`config.mk`:
```
export PLATFORM = sky130hd
export DESIGN_NAME = uart_tx_fifo_cfg
export DESIGN_NICKNAME = d
export VERILOG_FILES = /design/src/rtl/uart_pkg.sv /design/src/rtl/uart_sync_fifo.sv /design/src/rtl/uart_tx_fifo_cfg.sv
export SDC_FILE = /design/constraint.sdc
export NUM_CORES = 1
export LEC_CHECK = 0
export BUFFER_PORTS_ARGS = -buffer_cell sky130_fd_sc_hd__buf_4
export CAP_MARGIN = 30
export CORE_UTILIZATION = 55
export CTS_BUF_LIST = sky130_fd_sc_hd__clkbuf_8
export DETAILED_ROUTE_END_ITERATION = 8
export MAX_ROUTING_LAYER = met4
export PLACE_DENSITY = 0.72
export SLEW_MARGIN = 20
export SYNTH_ARGS = -nofsm -noshare
export SYNTH_HDL_FRONTEND = slang
export SYNTH_SLANG_ARGS = --single-unit
```
`constraint.sdc`:
```
create_clock -name clk -period 3.5 [get_ports clk]
set_clock_uncertainty 0.05 [all_clocks]
set_input_delay 0.175 -clock clk [delete_from_list [all_inputs] [get_ports clk]]
set_output_delay 0.175 -clock clk [all_outputs]
set_load 0.005 [all_outputs]
```
`src/rtl/uart_pkg.sv`:
```
// Shared definitions for the UART transmitter.
//   tx_state_e  : transmitter frame states
//   par_mode_e  : encoding of the par_mode input (11 behaves like none)
//   par_enabled : true when a parity bit is appended
//   calc_parity : parity bit value for a payload (zero-extended to MaxDataBits)
package uart_pkg;

  localparam int unsigned MaxDataBits = 9;

  typedef enum logic [2:0] {
    StIdle,
    StStart,
    StData,
    StParity,
    StStop
  } tx_state_e;

  typedef enum logic [1:0] {
    ParNone  = 2'b00,
    ParEven  = 2'b01,
    ParOdd   = 2'b10,
    ParNone2 = 2'b11
  } par_mode_e;

  function automatic logic par_enabled(input par_mode_e mode);
    return (mode == ParEven) || (mode == ParOdd);
  endfunction

  // Zero-extension does not change the XOR, so one width serves every DATA_BITS.
  function automatic logic calc_parity(input logic [MaxDataBits-1:0] data,
                                       input par_mode_e mode);
    return (mode == ParOdd) ? ~(^data) : ^data;
  endfunction

endpackage

```
`src/rtl/uart_sync_fifo.sv`:
```
// Single-clock FIFO with wrap-around pointers and an occupancy counter.
//   clk, rst : clock, asynchronous active-high reset
//   i_push   : write i_data (ignored when full)
//   i_pop    : advance read pointer (ignored when empty)
//   o_data   : word at the head (valid while !o_empty)
//   o_full, o_empty, o_level : occupancy status
module uart_sync_fifo #(
  parameter int unsigned WIDTH = 8,
  parameter int unsigned DEPTH = 16
) (
  input  logic                     clk,
  input  logic                     rst,
  input  logic                     i_push,
  input  logic                     i_pop,
  input  logic [WIDTH-1:0]         i_data,
  output logic [WIDTH-1:0]         o_data,
  output logic                     o_full,
  output logic                     o_empty,
  output logic [$clog2(DEPTH):0]   o_level
);

  localparam int unsigned AW = $clog2(DEPTH);
  localparam int unsigned LW = AW + 1;

  logic [WIDTH-1:0] r_mem [DEPTH];
  logic [AW-1:0]    r_wr_ptr;
  logic [AW-1:0]    r_rd_ptr;
  logic [LW-1:0]    r_level;
  logic             w_push;
  logic             w_pop;

  assign w_push = i_push & ~o_full;
  assign w_pop  = i_pop & ~o_empty;

  always_ff @(posedge clk or posedge rst) begin
    if (rst) begin
      r_wr_ptr <= '0;
      r_rd_ptr <= '0;
      r_level  <= '0;
    end else begin
      if (w_push) r_wr_ptr <= r_wr_ptr + AW'(1);
      if (w_pop)  r_rd_ptr <= r_rd_ptr + AW'(1);
      unique case ({w_push, w_pop})
        2'b10:   r_level <= r_level + LW'(1);
        2'b01:   r_level <= r_level - LW'(1);
        default: r_level <= r_level;
      endcase
    end
  end

  // Storage needs no reset: the pointers define what is valid.
  always_ff @(posedge clk) begin
    if (w_push) r_mem[r_wr_ptr] <= i_data;
  end

  assign o_data  = r_mem[r_rd_ptr];
  assign o_full  = (r_level == LW'(DEPTH));
  assign o_empty = (r_level == '0);
  assign o_level = r_level;

endmodule

```
`src/rtl/uart_tx_fifo_cfg.sv`:
```
// UART transmitter with a transmit FIFO and per-frame parity/stop configuration.
//   clk, rst   : clock, asynchronous active-high reset
//   baud_tick  : one-clk pulse per bit period
//   s_valid/s_ready/s_data : write port into the FIFO
//   par_mode, stop2        : frame format, sampled when a word is popped
//   tx         : serial line (idle high)
//   busy       : frame in progress
//   tx_done    : pulse when the final stop bit is driven
//   fifo_level : FIFO occupancy
module uart_tx_fifo_cfg
  import uart_pkg::*;
#(
  parameter int unsigned DATA_BITS  = 8,
  parameter int unsigned FIFO_DEPTH = 16
) (
  input  logic                          clk,
  input  logic                          rst,
  input  logic                          baud_tick,
  input  logic                          s_valid,
  output logic                          s_ready,
  input  logic [DATA_BITS-1:0]          s_data,
  input  logic [1:0]                    par_mode,
  input  logic                          stop2,
  output logic                          tx,
  output logic                          busy,
  output logic                          tx_done,
  output logic [$clog2(FIFO_DEPTH):0]   fifo_level
);

  localparam int unsigned CW = $clog2(DATA_BITS);

  tx_state_e            r_state, w_state_d;
  logic [DATA_BITS-1:0] r_shift, w_shift_d;
  logic [CW-1:0]        r_bit_cnt, w_bit_cnt_d;
  logic                 r_par_en, w_par_en_d;
  logic                 r_par_bit, w_par_bit_d;
  logic                 r_stop2, w_stop2_d;
  logic                 r_stop_cnt, w_stop_cnt_d;
  logic                 r_tx, w_tx_d;
  logic                 r_done, w_done_d;

  logic                 w_pop;
  logic                 w_full;
  logic                 w_empty;
  logic [DATA_BITS-1:0] w_fifo_data;

  uart_sync_fifo #(
    .WIDTH (DATA_BITS),
    .DEPTH (FIFO_DEPTH)
  ) u_fifo (
    .clk     (clk),
    .rst     (rst),
    .i_push  (s_valid),
    .i_pop   (w_pop),
    .i_data  (s_data),
    .o_data  (w_fifo_data),
    .o_full  (w_full),
    .o_empty (w_empty),
    .o_level (fifo_level)
  );

  always_ff @(posedge clk or posedge rst) begin
    if (rst) begin
      r_state    <= StIdle;
      r_shift    <= '0;
      r_bit_cnt  <= '0;
      r_par_en   <= 1'b0;
      r_par_bit  <= 1'b0;
      r_stop2    <= 1'b0;
      r_stop_cnt <= 1'b0;
      r_tx       <= 1'b1;
      r_done     <= 1'b0;
    end else begin
      r_state    <= w_state_d;
      r_shift    <= w_shift_d;
      r_bit_cnt  <= w_bit_cnt_d;
      r_par_en   <= w_par_en_d;
      r_par_bit  <= w_par_bit_d;
      r_stop2    <= w_stop2_d;
      r_stop_cnt <= w_stop_cnt_d;
      r_tx       <= w_tx_d;
      r_done     <= w_done_d;
    end
  end

  always_comb begin
    w_state_d    = r_state;
    w_shift_d    = r_shift;
    w_bit_cnt_d  = r_bit_cnt;
    w_par_en_d   = r_par_en;
    w_par_bit_d  = r_par_bit;
    w_stop2_d    = r_stop2;
    w_stop_cnt_d = r_stop_cnt;
    w_tx_d       = r_tx;
    w_done_d     = 1'b0;
    w_pop        = 1'b0;

    unique case (r_state)
      StIdle: begin
        w_tx_d = 1'b1;
        if (!w_empty) begin
          // Format is frozen here; later par_mode/stop2 changes wait for the next pop.
          w_pop       = 1'b1;
          w_shift_d   = w_fifo_data;
          w_par_en_d  = par_enabled(par_mode_e'(par_mode));
          w_par_bit_d = calc_parity(MaxDataBits'(w_fifo_data), par_mode_e'(par_mode));
          w_stop2_d   = stop2;
          w_state_d   = StStart;
        end
      end
      StStart: begin
        if (baud_tick) begin
          w_tx_d      = 1'b0;
          w_bit_cnt_d = '0;
          w_state_d   = StData;
        end
      end
      StData: begin
        if (baud_tick) begin
          w_tx_d    = r_shift[0];
          w_shift_d = r_shift >> 1;
          if (r_bit_cnt == CW'(DATA_BITS - 1)) begin
            w_stop_cnt_d = 1'b0;
            w_state_d    = r_par_en ? StParity : StStop;
          end else begin
            w_bit_cnt_d = r_bit_cnt + CW'(1);
          end
        end
      end
      StParity: begin
        if (baud_tick) begin
          w_tx_d       = r_par_bit;
          w_stop_cnt_d = 1'b0;
          w_state_d    = StStop;
        end
      end
      StStop: begin
        if (baud_tick) begin
          w_tx_d = 1'b1;
          if (r_stop2 && !r_stop_cnt) begin
            w_stop_cnt_d = 1'b1;
          end else begin
            // Returning to idle here means the next start bit waits a full tick.
            w_done_d  = 1'b1;
            w_state_d = StIdle;
          end
        end
      end
      default: w_state_d = StIdle;
    endcase
  end

  assign s_ready = ~w_full;
  assign tx      = r_tx;
  assign busy    = (r_state != StIdle);
  assign tx_done = r_done;

endmodule

```
==> results of run 1 <==
-- final timing paths --
path	to	cells after the start	from
max reg2reg	u_fifo.o_level[4]$_DFFE_PP0P_	13	u_fifo.o_level[1]$_DFFE_PP0P_
max in group asynchronous	tx$_DFFE_PP1P_	4	rst
min	r_par_en$_DFFE_PP0P_	4	par_mode[0]
min reg2reg	r_bit_cnt[2]$_DFFE_PP0P_	2	r_bit_cnt[2]$_DFFE_PP0P_
max	u_fifo.o_level[4]$_DFFE_PP0P_	13	u_fifo.o_level[1]$_DFFE_PP0P_
min in group asynchronous	u_fifo.r_wr_ptr[1]$_DFFE_PP0P_	4	rst
-- layout make-up --
type                    instances  area [µm²]
clock inverters                15       156.4
repair buffers                 46       387.9
multi-input cells             204        1886
well taps                     143       178.9
fillers                       810        4106
clock buffers                  17       234.0
inverters                      11       41.29
flip-flops and latches        161        4672
-- stage by stage --
stage	cell area, µm²	power, mW	hold WS, ns	worst slack (ns)
after global placement	7046	5.114	0.2426	0.5451
after CTS	7556	6.542	0.05969	0.3931
final	7556	6.499	0.08697	0.3888
after floorplan	6716	4.579	0.2239	0.3278
after detailed placement	7046	5.198	0.2515	0.4399
after global routing	7556	6.874	0.07887	0.1821
-- layer usage --
layer	vias to the layer above	wire length (µm)	share of wire [%]	global-route usage, %
met4	0	223	1.8	8.178
li1	1630	-	-	-
met2	109	6176	49	34.91
met3	23	624	5.0	5.292
met5	-	0	0	-
met1	1803	5462	44	30.48
-- cells in the final DEF, fill, tap and decap left out, types with 12 or more instances in the layout --
cell	n
buf_4	33
mux4_2	36
ha_1	12
dfrtp_1	31
clkbuf_8	17
inv_1	12
o21ai_0	12
dlygate4sd3_1	12
edfxtp_1	128
nor2_1	26
nand2_1	32
-- cell families (layout without fill, tap and decap cells) --
| family | after synthesis | in the layout | synth area share (%) |
|---|---|---|---|
| AO/OA/AOI/OAI | 49 | 49 | 4.676 |
| XOR/XNOR | 18 | 18 | 3.074 |
| adder cells (fa/ha/maj) | 13 | 13 | 2.384 |
| buffers and inverters | 30 | 89 | 2.384 |
| flip-flops | 161 | 161 | 69.54 |
| multiplexers | 37 | 37 | 12.24 |
| AND/OR/NAND/NOR | 87 | 87 | 5.700 |
-- Yosys cell counts, types with 2 or more instances --
cell	number	area [µm²]
nand4_1	2	12.51
buf_12	2	40.04
nand2_1	32	120.1
buf_2	3	15.01
nand2b_1	2	12.51
edfxtp_1	128	3844
a31oi_1	2	12.51
inv_1	11	41.29
nor3_1	7	35.03
mux4_2	36	810.8
o31ai_1	2	15.01
a21o_1	2	15.01
nand3_1	7	35.03
ha_1	12	150.1
xor2_1	6	52.55
xnor3_1	3	67.56
clkbuf_1	9	33.78
nor2_1	26	97.59
a21oi_1	7	35.03
nor2b_1	3	18.77
buf_1	3	11.26
dfrtp_1	32	800.8
o21ai_0	12	60.06
o22ai_1	7	43.79
o21ai_1	2	10.01
xnor2_1	8	70.07
a22oi_1	4	30.03
and3_1	4	25.02
o21a_1	2	15.01
-- registers in the layout, summed over array words and instances (netlist names), 3 cells and up --
name	cells
r_shift	8
r_state	3
u_fifo.r_wr_ptr	4
u_fifo.o_level	5
u_fifo.r_rd_ptr	4
u_fifo.r_mem	128
r_bit_cnt	3
-- worst max-delay path, cell delays in order (launching register included) --
cell and delay (ns):
dfrtp_1 0.47, or4_1 0.59, nor2_1 0.10, or2_2 0.12
inv_1 0.05, ha_1 0.28, xor2_1 0.18, ha_1 0.22
o21a_1 0.18, o22a_1 0.20, a21oi_1 0.18, xor2_1 0.17
nor2_1 0.07, xor2_1 0.14
-- where the power goes --
group | total [mW] | switching (mW) | internal, mW
Combinational | 2.47 | 1.21 | 1.26
Sequential | 2.70 | 0.291 | 2.41
Clock | 1.33 | 0.688 | 0.641
Total | 6.50 | 2.19 | 4.31
==> flow_metrics.tcl, run 1 <==
set metrics [dict create \
    die_h_um 112.5 \
    rsz0062_at_grt "false" \
    ys_async_sr_fraction_pct 20.50 \
    period_needed_ns 3.111 \
    ant_nets 0 \
    outcome "complete, no violations" \
    fin_tns_setup_ns 0 \
    cts_tree "built" \
    cts-resized-gates 0 \
    synth_cell_types 48 \
    dp_cells 553 \
    grt_max_degree 36 \
    powerDensity_mw_per_mm2 860.1 \
    instances_no_fill 597 \
    criticalPathCategory "flop to flop" \
    cts.sinks 161 \
    crit_fanout 8 \
    setup_violations 0 \
    drv_cap 0 \
    antennaDiodeCount 0 \
    grt_pass1_wl_mm 19.95 \
    cp.required_ns 3.77 \
    drtIter0Drc 348 \
    finalMaxSlewViolations 0 \
    final_net_count 468 \
    area_growth_pct 12.50 \
    place.gp.congestion 0.9066 \
    dp_hpwl_mm 8.130 \
    rows 39 \
    slew-limit-headroom_pct 39.69 \
    routedWlPerCell_um 20.92 \
    post_cts_buffers 0 \
    start_util_pct 57.59 \
    overflow 0 \
    syn_avg_cell_area_um2 17.00 \
    drive_above_1_share_pct 23.13 \
    syn_inst 395 \
    hold_buffers 12 \
    track_usage_pct 22.83 \
    synth_fp_nets 422 \
    hold_viol_final 0 \
    num_vias 3565 \
    fin_util_pct 64.79 \
    antenna_found_initial 0 \
    clockRootBuffer "clkbuf_8" \
    yosysWarnings 0 \
    clock_latency_ns 0.44 \
    io_pins 24 \
    reg2reg_slack_ns 0.39 \
    htree_levels 4 \
    cp-end-kind "flop" \
    cts_buffer_depth 2 \
    ys_ff_latch 161 \
    min_path_type "primary input to flop" \
    clk_pin_slew_ns 0.09 \
    core_area_mm2 0.01166 \
    viasPerCell 5.972 \
    drc 0 \
    synth_edf_count 128 \
    die_area_mm2 0.01266 \
    cp.arrival_ns 3.38 \
    grt_pass1_vias 3611 \
    ys_seq_area_share_pct 69.54 \
    finalCritPeriodShare_pct 88.89 \
    drt_first_pass_iters 5 \
    tightest_slew_ns 0.9013 \
    p_leak_nw 2.693 \
    port_buffers 23 \
    max_freq_ghz 0.3214 \
    wirelength_mm 12.49 \
    die_x_um 112.5 \
    ir_drop_mv 0.5656 \
    ys_dominant_reg_cell "edfxtp_1" \
    netlist_area_mm2 0.006716 \
    cts_buffers 17 \
    cp-start-kind "flop" \
]
Note: power is estimated with default switching activity, not from simulation.
==> run 2: changes to the inputs <==
--- a/config.mk
+++ b/config.mk
@@ -7,6 +7,7 @@
 export LEC_CHECK = 0
 export BUFFER_PORTS_ARGS = -buffer_cell sky130_fd_sc_hd__buf_4
 export CAP_MARGIN = 30
+export CORE_ASPECT_RATIO = 0.9
 export CORE_UTILIZATION = 55
 export CTS_BUF_LIST = sky130_fd_sc_hd__clkbuf_8
 export DETAILED_ROUTE_END_ITERATION = 8
==> run 2 against run 1 <==
  * First-iteration DRC count rose by 1.4%
  * Flip-flop and latch count did not move
  * Utilization barely moved
  * Routed wire length rose by 0.36%
  * Sequential share of layout area barely moved
  * Count of clock-buffer cells in the layout did not move
==> flow_metrics.tcl, run 2 (same netlist as run 1, synthesis figures left out) <==
set metrics [dict create \
    hp-start "par_mode[1]" \
    finalCritPeriodShare_pct 86.84 \
    outcome "complete, no violations" \
    antenna_found_initial 0 \
    clock_latency_ns 0.45 \
    r2r_start "u_fifo.o_level[1]$_DFFE_PP0P_" \
    crit_path_frequent_cell "xor2_1" \
    cp-start-kind "flop" \
    die_h_um 106.8 \
    multi_input_area_mm2 0.001886 \
    powerDensity_mw_per_mm2 853.9 \
    max_freq_ghz 0.3290 \
    cts-resized-gates 0 \
    dp_hpwl_mm 8.010 \
    core_area_mm2 0.01167 \
    p_leak_nw 2.696 \
    slew-limit-headroom_pct 36.52 \
    grt_pass1_wl_mm 19.62 \
    cts_buffer_depth 2 \
    cp.arrival_ns 3.32 \
    final_common_cell "edfxtp_1" \
    drc 0 \
    grt_pass1_vias 3472 \
    cts_buffers 17 \
    cp_cell_sequence "or4_1 -> nor2_1 -> or2_2 -> inv_1 -> ha_1 -> xor2_1 -> ha_1 -> o21a_1 -> o22a_1 -> a21oi_1 -> xor2_1 -> nor2_1 -> xor2_1" \
    min_path_type "primary input to flop" \
    finalMaxSlewViolations 0 \
    clk_pin_slew_ns 0.09 \
    drv_cap 0 \
    seq_area_mm2 0.004672 \
    drive_above_1_share_pct 23.79 \
    regMostFlops "u_fifo.r_mem" \
    area_growth_pct 12.48 \
    antennaDiodeCount 0 \
    period_needed_ns 3.040 \
    cts.sinks 161 \
    criticalPathCategory "flop to flop" \
    clockRootBuffer "clkbuf_8" \
    reg2reg_slack_ns 0.46 \
    rows 37 \
    crit_fanout 8 \
    cpMaxStageDelayCell "or4_1" \
    power_mw 6.451 \
    overflow 0 \
    htree_levels 4 \
    cp.required_ns 3.78 \
    dp_cells 568 \
    track_usage_pct 22.35 \
    path_buf_inv 1 \
    drt_first_pass_iters 4 \
    reg2reg_depth 13 \
    rsz0062_at_grt "false" \
    fin_tns_setup_ns 0 \
    post_cts_buffers 0 \
    final.fill_count 822 \
    wirelength_mm 12.53 \
    port_buffers 23 \
    io_pins 24 \
    cts_tree "built" \
    hold_end "r_par_en$_DFFE_PP0P_" \
    max_stage_delay_ns 0.59 \
    cp-end-kind "flop" \
    ant_nets 0 \
    final_net_count 468 \
    regToRegEndpoint "u_fifo.o_level[4]$_DFFE_PP0P_" \
    final_cell_mix "edfxtp_1, mux4_2, buf_4" \
    drtIter0Drc 353 \
    grt_max_degree 36 \
    die_area_mm2 0.01266 \
    largest_reg_flops 128 \
    hold_viol_final 0 \
    min_path_cells 3 \
    routedWlPerCell_um 20.54 \
    num_vias 3570 \
    place.gp.congestion 0.8019 \
    ir_drop_mv 0.4074 \
    tightest_slew_ns 0.9488 \
    crit_family "simple AND/OR/NAND/NOR gates" \
    start_util_pct 57.57 \
    setup_violations 0 \
    instances_no_fill 610 \
    die_x_um 118.5 \
    viasPerCell 5.852 \
    hold_buffers 10 \
]
run 2: cell count changes in the layout (fill, tap and decap cells not counted):
cell and delta:
inv_8 +2, buf_4 +2, inv_1 -1, clkinv_2 +1, dlygate4sd3_1 -2, clkinvlp_4 -2
inv_6 +1, bufinv_16 -1
run 2: how the worst max path moves through the flow:
| stage | startpoint | end | cells after the start |
|---|---|---|---|
| after floorplan | u_fifo.o_level[1]$_DFFE_PP0P_ | u_fifo.o_level[4]$_DFFE_PP0P_ | 15 |
| after global placement | u_fifo.o_level[1]$_DFFE_PP0P_ | u_fifo.o_level[4]$_DFFE_PP0P_ | 13 |
| after detailed placement | u_fifo.o_level[1]$_DFFE_PP0P_ | u_fifo.o_level[4]$_DFFE_PP0P_ | 13 |
| after CTS | u_fifo.o_level[1]$_DFFE_PP0P_ | u_fifo.o_level[4]$_DFFE_PP0P_ | 13 |
| after global routing | u_fifo.o_level[1]$_DFFE_PP0P_ | u_fifo.o_level[4]$_DFFE_PP0P_ | 13 |
| final | u_fifo.o_level[1]$_DFFE_PP0P_ | u_fifo.o_level[4]$_DFFE_PP0P_ | 13 |
run 2: cell type report:
class	instances	share of cell area, %
Sequential cell	161	61.84
Multi-Input combinational cell	204	24.96
Timing Repair Buffer	46	5.068
Clock buffer	17	3.097
Tap cell	156	2.584
Clock inverter	15	1.905
Inverter	11	0.5465
run 2: where the power goes:
part           internal, mW  total [mW]  leakage (nW)  switching (mW)
Sequential             2.41        2.68          1.55           0.267
Combinational          1.26        2.47         0.952            1.21
Clock                 0.583        1.31         0.194           0.722
Total                  4.25        6.45          2.70            2.20
run 2: routing by layer:
layer	GRT usage [%]	part of all wire, %	vias to the layer above
li1	-	-	1627
met1	31.22	46	1810
met2	32.86	48	120
met3	4.894	5.4	13
met4	8.228	1.2	0
met5	-	0	-
run 2: metrics by stage:
step	util, %	cell area (µm²)	hold slack (ns)	setup WS, ns
after floorplan	-	6716	0.2239	0.3278
after global placement	60.66	7077	0.2452	0.5246
after detailed placement	60.66	7077	0.2477	0.4862
after CTS	64.76	7555	0.004645	0.4502
after global routing	64.76	7555	0.02057	0.2373
final	64.76	7555	0.01148	0.4605
run 2: worst register-to-register path, cell delays in order (launching register included):
cell and delay, ns:
dfrtp_1 0.47, or4_1 0.59, nor2_1 0.10, or2_2 0.12, inv_1 0.05, ha_1 0.27, xor2_1 0.18, ha_1 0.22
o21a_1 0.17, o22a_1 0.19, a21oi_1 0.17, xor2_1 0.15, nor2_1 0.06, xor2_1 0.14
